**config.mk**
```make
export PLATFORM = sky130hd
export DESIGN_NAME = bp_update_ctrl
export DESIGN_NICKNAME = d
export VERILOG_FILES = /design/src/rtl/bp_pkg.sv /design/src/rtl/bp_upd_fifo.sv /design/src/rtl/bp_update_ctrl.sv
export SDC_FILE = /design/constraint.sdc
export NUM_CORES = 1
export LEC_CHECK = 0
export CORE_MARGIN = 1
export CORE_UTILIZATION = 53
export CTS_CLUSTER_DIAMETER = 60
export DETAILED_ROUTE_END_ITERATION = 7
export PLACE_DENSITY = 0.83
export SLEW_MARGIN = 10
export SYNTH_ARGS = -nofsm -noshare
export SYNTH_HDL_FRONTEND = slang
export SYNTH_SLANG_ARGS = --single-unit
export TNS_END_PERCENT = 50
```
**constraint.sdc**
```tcl
create_clock -name clk -period 8.8 [get_ports clk]
set_clock_uncertainty 0.15 [all_clocks]
set_input_delay 0.88 -clock clk [delete_from_list [all_inputs] [get_ports clk]]
set_output_delay 0.88 -clock clk [all_outputs]
set_load 0.01 [all_outputs]
```
**src/rtl/bp_pkg.sv**
```systemverilog
// Shared types and constants for the branch-predictor update controller.
// Table geometry is fixed here so entry and port widths agree everywhere.
// The update entry is the unit carried from the EX pipes to the write port.
package bp_pkg;

  localparam int BP_LINES = 256;
  localparam int IW       = $clog2(BP_LINES);
  localparam int TAG_W    = 32 - IW - 2;

  typedef enum logic [0:0] {
    ST_INIT = 1'b0,
    ST_RUN  = 1'b1
  } bp_state_e;

  typedef struct packed {
    logic [IW-1:0]    index;
    logic [TAG_W-1:0] tag;
    logic             taken;
    logic             btb_we;
    logic [31:0]      target;
  } upd_entry_t;

  // Build a queued update from a resolved branch. The argument is the word address pc[31:2].
  function automatic upd_entry_t make_entry(input logic [29:0] pc_w,
                                            input logic        act_taken,
                                            input logic [31:0] act_target);
    upd_entry_t e;
    e.index  = pc_w[IW-1:0];
    e.tag    = pc_w[29:IW];
    e.taken  = act_taken;
    e.btb_we = act_taken;
    e.target = act_target;
    return e;
  endfunction

  // A non-jump predicted taken is always wrong; a jump is wrong on direction or on a taken target.
  function automatic logic calc_mispred(input logic        valid,
                                        input logic        is_jmp,
                                        input logic        act_taken,
                                        input logic        pred_taken,
                                        input logic [31:0] act_target,
                                        input logic [31:0] pred_target);
    logic jmp_wrong;
    jmp_wrong = (act_taken != pred_taken) | (act_taken & (act_target != pred_target));
    return valid & (is_jmp ? jmp_wrong : pred_taken);
  endfunction

endpackage

```
**src/rtl/bp_upd_fifo.sv**
```systemverilog
// Purpose: 2-write/1-read circular queue of predictor updates, reporting occupancy.
// Latency: an entry written at cycle N is visible on head at N+1 at the earliest.
// Backpressure: none toward writers; writes beyond free space (after this cycle's read) are dropped, write b first.
module bp_upd_fifo
  import bp_pkg::*;
#(
  parameter int DEPTH = 4
) (
  input  logic                       clk,
  input  logic                       rst,
  input  logic                       push_a,
  input  upd_entry_t                 dat_a,
  input  logic                       push_b,
  input  upd_entry_t                 dat_b,
  input  logic                       pop,
  output upd_entry_t                 head,
  output logic [$clog2(DEPTH):0]     count,
  output logic [1:0]                 drop_n
);

  localparam int PW = $clog2(DEPTH);
  localparam int CW = PW + 1;

  upd_entry_t        mem [DEPTH];
  logic [PW-1:0]     wr_ptr;
  logic [PW-1:0]     rd_ptr;
  logic              pop_ok;
  logic [CW:0]       free_now;
  logic              acc_a;
  logic              acc_b;
  logic [1:0]        n_acc;
  logic [PW-1:0]     wr_ptr_b;

  // Free space counts the slot released by this cycle's read; the older write claims space first.
  always_comb begin
    pop_ok   = pop & (count != '0);
    free_now = (CW+1)'(DEPTH) - {1'b0, count} + (CW+1)'(pop_ok);
    acc_a    = push_a & (free_now != '0);
    acc_b    = push_b & (free_now > (CW+1)'(acc_a));
    n_acc    = {1'b0, acc_a} + {1'b0, acc_b};
    drop_n   = {1'b0, push_a & ~acc_a} + {1'b0, push_b & ~acc_b};
    wr_ptr_b = acc_a ? wr_ptr + PW'(1) : wr_ptr;
  end

  // Storage array: no reset needed, occupancy decides what is valid.
  always_ff @(posedge clk) begin
    if (acc_a) mem[wr_ptr]   <= dat_a;
    if (acc_b) mem[wr_ptr_b] <= dat_b;
  end

  // Pointer and occupancy update; pointers wrap naturally since DEPTH is a power of 2.
  always_ff @(posedge clk) begin
    if (rst) begin
      wr_ptr <= '0;
      rd_ptr <= '0;
      count  <= '0;
    end else begin
      wr_ptr <= wr_ptr + PW'(n_acc);
      rd_ptr <= rd_ptr + PW'(pop_ok);
      count  <= count + CW'(n_acc) - CW'(pop_ok);
    end
  end

  assign head = mem[rd_ptr];

endmodule

```
**src/rtl/bp_update_ctrl.sv**
```systemverilog
// Purpose: sequences predictor table writes: post-reset clear sweep, then queued resolved-branch updates.
// Latency: a branch pushed at cycle N reaches upd_* at N+1 at the earliest; mispred_* are combinational.
// Backpressure: stall_req asks EX to hold when fewer than 2 slots are free or the sweep runs; excess pushes are dropped and counted.
module bp_update_ctrl
  import bp_pkg::*;
#(
  parameter int LINES      = BP_LINES,
  parameter int FIFO_DEPTH = 4
) (
  input  logic             clk,
  input  logic             rst,
  input  logic             ex_stall,
  input  logic             ex_valid_1,
  input  logic             ex_valid_2,
  input  logic [31:0]      ex_pc_1,
  input  logic [31:0]      ex_pc_2,
  input  logic             ex_is_jmp_1,
  input  logic             ex_is_jmp_2,
  input  logic             ex_act_taken_1,
  input  logic             ex_act_taken_2,
  input  logic [31:0]      ex_act_target_1,
  input  logic [31:0]      ex_act_target_2,
  input  logic             ex_pred_taken_1,
  input  logic             ex_pred_taken_2,
  input  logic [31:0]      ex_pred_target_1,
  input  logic [31:0]      ex_pred_target_2,
  output logic             mispred_1,
  output logic             mispred_2,
  output logic             upd_valid,
  output logic             upd_clear,
  output logic [IW-1:0]    upd_index,
  output logic [TAG_W-1:0] upd_tag,
  output logic             upd_taken,
  output logic             upd_btb_we,
  output logic [31:0]      upd_target,
  output logic             init_busy,
  output logic             stall_req,
  output logic [7:0]       drop_cnt
);

  localparam int CW = $clog2(FIFO_DEPTH) + 1;
  localparam logic [IW-1:0] LAST_LINE = IW'(LINES - 1);

  bp_state_e     state;
  logic [IW-1:0] sweep_cnt;
  logic          in_run;
  logic          push_1;
  logic          push_2;
  logic          pop;
  upd_entry_t    ent_1;
  upd_entry_t    ent_2;
  upd_entry_t    head;
  logic [CW-1:0] fifo_count;
  logic [1:0]    drop_n;
  logic [CW:0]   free_slots;
  logic [8:0]    drop_sum;
  logic          unused_pc_lsbs;

  // Word-aligned PCs: the byte-offset bits never select a line.
  assign unused_pc_lsbs = ^{ex_pc_1[1:0], ex_pc_2[1:0]};

  // Mispredict flags ignore stall and FSM state so redirect logic always sees them.
  always_comb begin
    mispred_1 = calc_mispred(ex_valid_1, ex_is_jmp_1, ex_act_taken_1, ex_pred_taken_1,
                             ex_act_target_1, ex_pred_target_1);
    mispred_2 = calc_mispred(ex_valid_2, ex_is_jmp_2, ex_act_taken_2, ex_pred_taken_2,
                             ex_act_target_2, ex_pred_target_2);
  end

  // Push qualification and queue entry construction; slot 1 is older and goes in first.
  always_comb begin
    in_run = (state == ST_RUN) & ~rst;
    push_1 = ex_valid_1 & ex_is_jmp_1 & ~ex_stall & in_run;
    push_2 = ex_valid_2 & ex_is_jmp_2 & ~ex_stall & in_run;
    ent_1  = make_entry(ex_pc_1[31:2], ex_act_taken_1, ex_act_target_1);
    ent_2  = make_entry(ex_pc_2[31:2], ex_act_taken_2, ex_act_target_2);
    pop    = in_run & (fifo_count != '0);
  end

  bp_upd_fifo #(
    .DEPTH (FIFO_DEPTH)
  ) u_fifo (
    .clk    (clk),
    .rst    (rst),
    .push_a (push_1),
    .dat_a  (ent_1),
    .push_b (push_2),
    .dat_b  (ent_2),
    .pop    (pop),
    .head   (head),
    .count  (fifo_count),
    .drop_n (drop_n)
  );

  // INIT walks every line exactly once, then hands the write port to the queue.
  always_ff @(posedge clk) begin
    if (rst) begin
      state     <= ST_INIT;
      sweep_cnt <= '0;
    end else if (state == ST_INIT) begin
      sweep_cnt <= sweep_cnt + IW'(1);
      if (sweep_cnt == LAST_LINE) state <= ST_RUN;
    end
  end

  // Saturating add of this cycle's dropped pushes.
  always_comb begin
    drop_sum = {1'b0, drop_cnt} + 9'(drop_n);
  end

  // Drop counter register, saturating at 255.
  always_ff @(posedge clk) begin
    if (rst) drop_cnt <= '0;
    else     drop_cnt <= drop_sum[8] ? 8'hFF : drop_sum[7:0];
  end

  // Write-port mux: clear writes during the sweep, else the queue head; idle fields held at zero.
  always_comb begin
    upd_valid  = 1'b0;
    upd_clear  = 1'b0;
    upd_index  = '0;
    upd_tag    = '0;
    upd_taken  = 1'b0;
    upd_btb_we = 1'b0;
    upd_target = '0;
    if (!rst) begin
      if (state == ST_INIT) begin
        upd_valid = 1'b1;
        upd_clear = 1'b1;
        upd_index = sweep_cnt;
      end else if (pop) begin
        upd_valid  = 1'b1;
        upd_index  = head.index;
        upd_tag    = head.tag;
        upd_taken  = head.taken;
        upd_btb_we = head.btb_we;
        upd_target = head.target;
      end
    end
  end

  // Status outputs come from registered state only, plus reset which forces the busy view.
  always_comb begin
    init_busy  = rst | (state == ST_INIT);
    free_slots = (CW+1)'(FIFO_DEPTH) - {1'b0, fifo_count};
    stall_req  = init_busy | (free_slots < (CW+1)'(2));
  end

endmodule

```
==> results of run 1 <==
-- critical path, cell delays in order --
cell and delay, ns:
sky130_fd_sc_hd__clkdlybuf4s50_1 0.39, sky130_fd_sc_hd__buf_4 0.24, sky130_fd_sc_hd__nand2b_1 0.28, sky130_fd_sc_hd__nor2_4 0.14, sky130_fd_sc_hd__buf_4 0.62, sky130_fd_sc_hd__ha_1 0.43, sky130_fd_sc_hd__a31oi_4 0.67, sky130_fd_sc_hd__ha_1 0.36
sky130_fd_sc_hd__nor2_1 0.19, sky130_fd_sc_hd__nor3_4 0.12, sky130_fd_sc_hd__a2111oi_2 0.54, sky130_fd_sc_hd__nor2_1 0.14, sky130_fd_sc_hd__a21oi_4 0.16, sky130_fd_sc_hd__buf_4 0.83
-- worst paths after layout --
kind,startpoint,end,slack (ns)
worst max-delay path,rst,u_fifo.mem[1][9],2.78
worst min-delay path,sweep_cnt[5],sweep_cnt[5],0.40
worst max register to register,u_fifo.count[0],u_fifo.mem[1][9],3.10
worst min register to register,sweep_cnt[5],sweep_cnt[5],0.40
-- cells by family (layout without fill, tap and decap cells) --
| kind of cell | after synthesis | after routing | synth area share [%] |
|---|---|---|---|
| compound gates | 37 | 37 | 2.092 |
| other cells | 0 | 2 | 0 |
| buf+inv | 64 | 360 | 2.312 |
| flops | 276 | 276 | 52.55 |
| mux | 321 | 321 | 31.34 |
| simple gates | 139 | 139 | 5.311 |
| xor+xnor | 82 | 82 | 4.739 |
| fa+ha+maj | 19 | 19 | 1.650 |
-- stage by stage --
step           instances  power (mW)  cell area [um2]  setup slack [ns]  utilization [%]
6_report            1614       2.948            19500             2.779            69.44
5_1_grt             1613       3.025            19500             2.512            69.43
4_1_cts             1612       2.962            19500             2.758            69.42
3_5_place_dp        1558       1.705            18510             2.186            65.91
3_3_place_gp        1558       1.698            18510             2.243            65.91
2_1_floorplan        938       1.557            15310            0.8118                -
-- synth_stat cells (2+ instances only) --
cell type and n:
sky130_fd_sc_hd__mux2_4 120, sky130_fd_sc_hd__a22o_1 6, sky130_fd_sc_hd__mux2i_4 2, sky130_fd_sc_hd__nor2b_1 8, sky130_fd_sc_hd__nand2b_1 2, sky130_fd_sc_hd__nand2_1 3, sky130_fd_sc_hd__buf_6 12, sky130_fd_sc_hd__and2_1 55
sky130_fd_sc_hd__inv_1 13, sky130_fd_sc_hd__nor2_1 28, sky130_fd_sc_hd__mux4_2 63, sky130_fd_sc_hd__mux2i_2 2, sky130_fd_sc_hd__a311oi_1 2, sky130_fd_sc_hd__and3_1 4, sky130_fd_sc_hd__nor4_1 4, sky130_fd_sc_hd__buf_2 13
sky130_fd_sc_hd__xor2_1 13, sky130_fd_sc_hd__buf_1 8, sky130_fd_sc_hd__buf_4 2, sky130_fd_sc_hd__nor3b_1 2, sky130_fd_sc_hd__mux2_1 78, sky130_fd_sc_hd__dfxtp_1 24, sky130_fd_sc_hd__nand4_1 19, sky130_fd_sc_hd__a2111oi_2 8
sky130_fd_sc_hd__clkbuf_1 16, sky130_fd_sc_hd__ha_1 17, sky130_fd_sc_hd__nand3b_1 2, sky130_fd_sc_hd__edfxtp_1 252, sky130_fd_sc_hd__fa_1 2, sky130_fd_sc_hd__nand3_1 5, sky130_fd_sc_hd__xnor2_1 68, sky130_fd_sc_hd__nor3_1 2
sky130_fd_sc_hd__mux2_2 54, sky130_fd_sc_hd__mux2i_1 2, sky130_fd_sc_hd__a21oi_1 17
-- routing by layer --
layer	share of wire [%]	wire, um	vias to the layer above
met4	2.7	1025	0
li1	-	-	4218
met2	51	19190	306
met5	0	0	-
met1	40	15120	4626
met3	5.6	2090	70
-- cell type report --
class	instances	area [um2]
clock buffers	37	798.3
fillers	1941	8584
repair buffers	293	2953
clock inverters	17	187.7
inverters	13	48.80
well taps	378	473.0
flip-flops and latches	276	8055
multi-input cells	598	6982
diodes	2	5.005
-- state kept, by name, indices dropped and copies added (netlist names) --
name           flops
u_fifo.rd_ptr      2
u_fifo.wr_ptr      2
u_fifo.mem       252
drop_cnt           8
u_fifo.count       3
sweep_cnt          8
state              1
-- power by group through the flow --
stage | clock network (mW) | registers, mW | logic [mW]
final | 1.27 | 1.43 | 0.248
after global routing | 1.33 | 1.43 | 0.263
after CTS | 1.28 | 1.43 | 0.248
after detailed placement | 0 | 1.46 | 0.246
after global placement | 0 | 1.46 | 0.240
after floorplan | 0 | 1.46 | 0.0986
==> results.md, run 1 <==
- The flow ran to the end, and the final reports show no timing, DRC or antenna violations.
- The portion of synthesized cell area occupied by the leading cell type is 49.42%.
- Headroom to the max-slew limit came out at 29.65%.
- Setup repair after global routing left no endpoint under its margin.
- The sequential share of the synthesized area is 52.55%.
- After detailed routing, the number of remaining DRC violations is 0.
- Summed over all nets, the switching power comes to 603.4 uW.
- The root cell of the clock tree is sky130_fd_sc_hd__clkbuf_16.
- After detailed routing, the number of vias per cell comes to 5.713.
- The die covers 29580 um2.
- The total global-route track usage is 25.80%.
- During placement, the flow inserted port buffers numbering 276.
- The final clock period utilization by the worst path is 68.42%.
- For this run the aggregate overflow at the end of global routing stands at 0.
- No sink is reached through more buffers than the 3 on the longest clock path.
- The peak fanout along the critical path is 63.
- For the worst setup path, the data arrival time is 6.05 ns.
- The average cell area after synthesis is 16.33 um2.
- The number of pins exceeding their max-slew limit in the final report is 0.
- Counting every net in the synthesized netlist gives 1160.
- Setup violations remaining at the end of the flow were counted as 0.
- The number of gates resized after CTS was 0.
- The area growth from synthesis to layout is 27.36%.
- The starting DRC count in detailed routing is 587.
- The sum of routed wire length over all layers is 37430 um.
- Routability-driven placement finished with a final weighted congestion of 0.8215.
- The initial antenna violation count is 2.
- The cell count of the worst reg-to-reg path is 14.
- The worst path needs 6.021 ns of the cycle, external delays included.
- The cell row count is 61.
- Global routing consumed, on the met1 layer, 32.64% of the routing resources.
- The first global-routing pass estimated 56230 um of wire.
- The number of global-route vias before repair was 9768.
- The count of unique library cells instantiated by Yosys is 45.
- In this run the power density over the cells is 151.1 nW/um2.
- The per-cell routed wire length is 23.19 um.
- Clock-pin slew was measured on the worst setup and hold paths at 0.06 ns.
- Leaving out fill and tap cells, the most frequent cell in the layout is sky130_fd_sc_hd__clkdlybuf4s50_1.
- Along the worst hold path, the cell count comes to 2.
- The final hold slack is 0.3970 ns.
- The area of the core is 28090 um2.
- Entering global routing, the biggest net connects 65 pins.
- The sequential fraction of design power is 48.5%.
- The remaining number of nets flagged by the antenna check after routing is 0.
- The combined area of all synthesized cells is 15310 um2.
- From bottom edge to top edge, the die measures 172.0 um.
- CTS saw 276 sinks.
- The net count of the finished layout is 1435.
- For this design the top-level I/O count stands at 281.
- VDD sags by at most 160.0 uV.
- In this run the static leakage power is 6.864 nW.
- The internal power of the cells totals 2.344 mW.
- After synthesis, the share of flip-flops with an asynchronous set or reset is 0%.
- At the worst endpoint, the required time is 8.83 ns.
- The maximum level of the CTS H-tree is 1.
- Counting the buffers created by CTS gives 31.
- The buffers inserted during post-CTS setup optimization is 0.
- Global routing used 3.868% of the available met3 tracks.
- The TritonCTS clock tree is yes.
- The leading register cell type out of synthesis is sky130_fd_sc_hd__edfxtp_1.
- STA classifies the critical path endpoint as a flop.
- The largest area contributor in the netlist is sky130_fd_sc_hd__edfxtp_1.
- The count of flip-flops with a built-in enable after synthesis is 252.
- The actual transition at the worst max-transition pin is 1.055 ns.
- The timing-limited maximum frequency is 0.1661 GHz.
- The quantity of hold-fixing buffers added after cts is 0.
- In this run, the clock network consumes 43.1% of the power.
- The total number of yosys warnings is 0.
- The floorplan step set the die width to 172.0 um.
- The part of the total power dissipated in combinational logic is 8.4%.
- The global routing stage identified its most utilized layer as met2.
- The switching portion of total power is 20.47%.
- The critical path launch point type is an input port.
- Summed over all failing endpoints, the final setup total negative slack is 0 ns.
- The HPWL after detailed placement is 24560 um.
- In the synthesized netlist, the number of instances is 938.
- By startpoint and endpoint, the worst setup path is classified as in2reg.
- Once the floorplan was initialized, standard cells occupied 54.52% of the core.
- The number of maximum-capacitance violations is 0.
- The final number of hold-violating endpoints was 0.
- After synthesis, the cell types taking the most area are sky130_fd_sc_hd__edfxtp_1 49%, sky130_fd_sc_hd__mux2_4 12%, sky130_fd_sc_hd__mux4_2 9.3%.
- The clock latency of the later-clocked register in the worst-skew pair is 0.56 ns.
- The count of vias placed by the detailed router is 9220.
- The fraction of layout instances using a drive strength above 1 is 26.09%.
- The count of state elements after synthesis is 276.
- The first detailed-routing pass took 6 iterations.
- The global-route met2 utilization is 45.81%.
- The type of the tightest min-delay check is reg2reg.
- Leaving out fill and tap cells, the most frequent cells in the layout are 276 x sky130_fd_sc_hd__clkdlybuf4s50_1, 252 x sky130_fd_sc_hd__edfxtp_1, 120 x sky130_fd_sc_hd__mux2_4.
Power figures use the tool's default switching activity.
==> inputs of run 2 (changes only) <==
--- a/config.mk
+++ b/config.mk
@@ -6,10 +6,10 @@
 export NUM_CORES = 1
 export LEC_CHECK = 0
 export CORE_MARGIN = 1
-export CORE_UTILIZATION = 53
+export CORE_UTILIZATION = 48
 export CTS_CLUSTER_DIAMETER = 60
 export DETAILED_ROUTE_END_ITERATION = 7
-export PLACE_DENSITY = 0.83
+export PLACE_DENSITY = 0.79
 export SLEW_MARGIN = 10
 export SYNTH_ARGS = -nofsm -noshare
 export SYNTH_HDL_FRONTEND = slang
==> constraint.sdc (replaced) <==
create_clock -name clk -period 5.51 [get_ports clk]
set_clock_uncertainty 0.15 [all_clocks]
set_input_delay 0.551 -clock clk [delete_from_list [all_inputs] [get_ports clk]]
set_output_delay 0.551 -clock clk [all_outputs]
set_load 0.01 [all_outputs]
==> run 2 against run 1 <==
  * Hold slack better by 0.0068 ns
  * Total power increased by 62%
  * Via count is 0.61% higher
  * Utilization shrank 7.1 points
  * Critical path type is now reg2reg
  * Combinational power increased by 58%
  * First-iteration DRC count increased by 9.5%
==> results.md, run 2 (same netlist as run 1, synthesis figures left out) <==
- Result of the run: finished clean (unchanged).
- The worst setup slack for register-to-register paths is 0.75 ns (was 3.10 ns).
- The fraction of layout instances using a drive strength above 1 came to 26.89% (was 26.09%).
- The timing-limited maximum frequency is 0.2101 GHz.
- The cell row count came to 65 (was 61).
- The die span in x came to 180.6 um (was 172.0 um).
- The number of detailed-routing iterations run before antenna repair is 5 (was 6).
- The number of global-route vias before repair came to 9906 (was 9768).
- Regs by FF count: u_fifo.mem (252), drop_cnt (8), sweep_cnt (8) (unchanged).
- The number of cells traversed by the worst hold path was 2 (unchanged).
- The peak fanout along the critical path is 18 (was 63).
- The count of boundary I/O pins came to 281 (unchanged).
- Unrepaired setup endpoints after global routing: false (unchanged).
- The largest register by flop count is u_fifo.mem (unchanged).
- The endpoint of the lowest-slack register-to-register path is u_fifo.mem[3][28] (was u_fifo.mem[1][9]).
- The clock latency of the later-clocked register in the worst-skew pair was 0.50 ns (was 0.56 ns).
- The worst ir drop on vdd is 148.7 uV (was 160.0 uV).
- The power density over cell area came to 243.5 nW/um2 (was 151.1 nW/um2).
- The sum of routed wire length over all layers was 38030 um (was 37430 um).
- The global route total overflow is 0 (unchanged).
- The commonest non-fill, non-tap cell in the layout is sky130_fd_sc_hd__clkdlybuf4s50_1 (unchanged).
- The data arrival time at the worst-slack endpoint is 4.84 ns (was 6.05 ns).
- The count of vias placed by the detailed router was 9276 (was 9220).
- The clock buffer count from CTS was 34 (was 31).
- The initial antenna violation count came to 5 (was 2).
- The capturing element type of the critical path is a flop (unchanged).
- The max-slew headroom at the worst pin was 29.60% (was 29.65%).
- The cell count of the worst reg-to-reg path was 17 (was 14).
- The buffers inserted during post-CTS setup optimization was 0 (unchanged).
- The number of buffers inserted by port buffering is 276 (unchanged).
- The utilization after layout is 62.37% (was 69.44%).
- The largest buffer count on any clock path came to 3 (unchanged).
- The flip-flop count of the largest register after layout came to 252 (unchanged).
- The number of design rule violations left after detail routing is 0 (unchanged).
- The multi-input combinational cell area came to 7007 um2 (was 6982 um2).
- The hold-critical path endpoint is state (was sweep_cnt[5]).
- The total global-route track usage is 23.67% (was 25.80%).
- The maximum level of the CTS H-tree is 2 (was 1).
- The initial standard-cell utilization of the core came to 48.65% (was 54.52%).
- The slowest stage cell on the critical path is sky130_fd_sc_hd__a2111oi_2 (was sky130_fd_sc_hd__buf_4).
- The remaining number of nets flagged by the antenna check after routing is 0 (unchanged).
- The number of setup violations in the final report is 0 (unchanged).
- The HPWL after detailed placement is 24900 um (was 24560 um).
- The worst setup path category is reg2reg (was in2reg).
- The critical hold path startpoint was sweep_cnt[7] (was sweep_cnt[5]).
- The area of the core is 31470 um2 (was 28090 um2).
- The TritonCTS clock tree was yes (unchanged).
- The standby leakage power came to 6.908 nW (was 6.864 nW).
- The per-cell routed wire length came to 23.03 um (was 23.19 um).
- The height of the chip is 180.6 um (was 172.0 um).
- The wire length of the first global-routing pass is 58320 um (was 56230 um).
- For the finished layout, the period the worst path requires is 4.759 ns.
- The number of gates resized after cts is 0 (unchanged).
- The pin count of the biggest net entering global routing was 65 (unchanged).
- The cell repeated most along the worst path is sky130_fd_sc_hd__ha_1 (was sky130_fd_sc_hd__buf_4).
- The startpoint of the worst-slack reg-to-reg timing path is u_fifo.count[0] (unchanged).
- The required time at the endpoint of the critical path is 5.59 ns (was 8.83 ns).
- The footprint of the flip-flops and latches came to 8055 um2 (unchanged).
- The clock sink total is 276 (unchanged).
- The number of vias per cell was 5.618 (was 5.713).
- The root cell of the clock tree is sky130_fd_sc_hd__clkbuf_16 (unchanged).
- Ordered list of cells on the worst path: inv_1 > ha_1 > ha_1 > nor2_4 > ha_1 > ha_1 > xnor2_1 > nor2_1 > a31oi_4 > ha_1 > nor2_1 > nor3_4 > buf_4 > a2111oi_2 > mux2i_4 > buf_4 > mux2_1 (was clkdlybuf4s50_1 > buf_4 > nand2b_1 > nor2_4 > buf_4 > ha_1 > a31oi_4 > ha_1 > nor2_1 > nor3_4 > a2111oi_2 > nor2_1 > a21oi_4 > buf_4).
- The synthesis-to-layout area growth is 28.18% (was 27.36%).
- The final number of hold-violating endpoints is 0 (unchanged).
- The final hold slack is 0.4038 ns (was 0.3970 ns).
- The delay of the slowest cell on the worst path is 0.54 ns (was 0.83 ns).
- The quantity of hold-fixing buffers added after cts is 0 (unchanged).
- The layout net count is 1444 (was 1435).
- The final weighted congestion in routability-driven placement was 0.8266 (was 0.8215).
- The starting DRC count in detailed routing came to 643 (was 587).
- Commonest cells after routing, fill and taps aside: 276 x sky130_fd_sc_hd__clkdlybuf4s50_1, 252 x sky130_fd_sc_hd__edfxtp_1, 120 x sky130_fd_sc_hd__mux2_4 (unchanged).
- The die footprint was 32620 um2 (was 29580 um2).
- The actual transition at the worst max-transition pin came to 1.056 ns (was 1.055 ns).
- The number of maximum-capacitance violations is 0 (unchanged).
- The clock transition at the registers of the reported paths came to 0.06 ns (about the same).
- The overall power is 4.779 mW (was 2.948 mW).
- The filler cell count in the final layout was 2310 (was 1941).
- In the finished design, the share of the clock period the worst path needs comes to 86.37%.
- The critical path launch point type is a flop (was input port).
- The type of the tightest min-delay check is reg2reg (unchanged).
- The number of pins exceeding their max-slew limit in the final report is 0 (unchanged).
-- run 2: final cells by class --
| class | count | share of cell area [%] |
|---|---|---|
| antenna | 3 | 0.03825 |
| clock buffer | 43 | 4.666 |
| clock inverter | 17 | 0.6693 |
| inverter | 13 | 0.2486 |
| multi-input combinational | 598 | 35.70 |
| sequential | 276 | 41.04 |
| tap | 402 | 2.562 |
| timing repair buffer | 299 | 15.08 |
-- run 2: worst max-delay path by stage --
stage / startpoint / endpoint / depth (start not counted)
floorplan: rst / u_fifo.mem[0][0] / 16
global placement: rst / u_fifo.mem[3][23] / 16
detailed placement: rst / u_fifo.mem[3][14] / 16
CTS: u_fifo.count[0] / u_fifo.mem[3][28] / 17
global route: u_fifo.count[0] / u_fifo.mem[3][28] / 17
finish: u_fifo.count[0] / u_fifo.mem[3][28] / 17
-- run 2: critical path, delay by kind of cell (launching register included) --
family                     cells  cell delay (ns)
adders and majority gates      5             1.05
AOI/OAI and AO/OA              2             0.76
muxes                          2             0.73
buffers and inverters          3             0.66
and+or+nand+nor                4             0.48
DFF                            1             0.33
xor gates and xnor gates       1             0.32
-- run 2: routing by layer --
metal	GRT usage [%]	share of wire (%)
met1	29.97	42
met3	3.698	4.8
met4	6.701	1.6
met2	41.92	52
met5	0	0
-- run 2: stage by stage --
step | worst slack, ns | area (um2) | cells | TNS (ns)
5_1_grt | 0.4809 | 19630 | 1651 | 0
4_1_cts | 0.7472 | 19620 | 1648 | 0
3_3_place_gp | 0.4273 | 18570 | 1588 | 0
6_report | 0.7513 | 19630 | 1651 | 0
2_1_floorplan | -0.04141 | 15390 | 938 | -5.218
3_5_place_dp | 0.3719 | 18570 | 1588 | 0
-- run 2: power by group --
part / total [mW] / switching [mW] / internal, mW
clock network: 2.10 / 0.867 / 1.23
registers: 2.29 / 0.00264 / 2.28
logic: 0.393 / 0.142 / 0.251
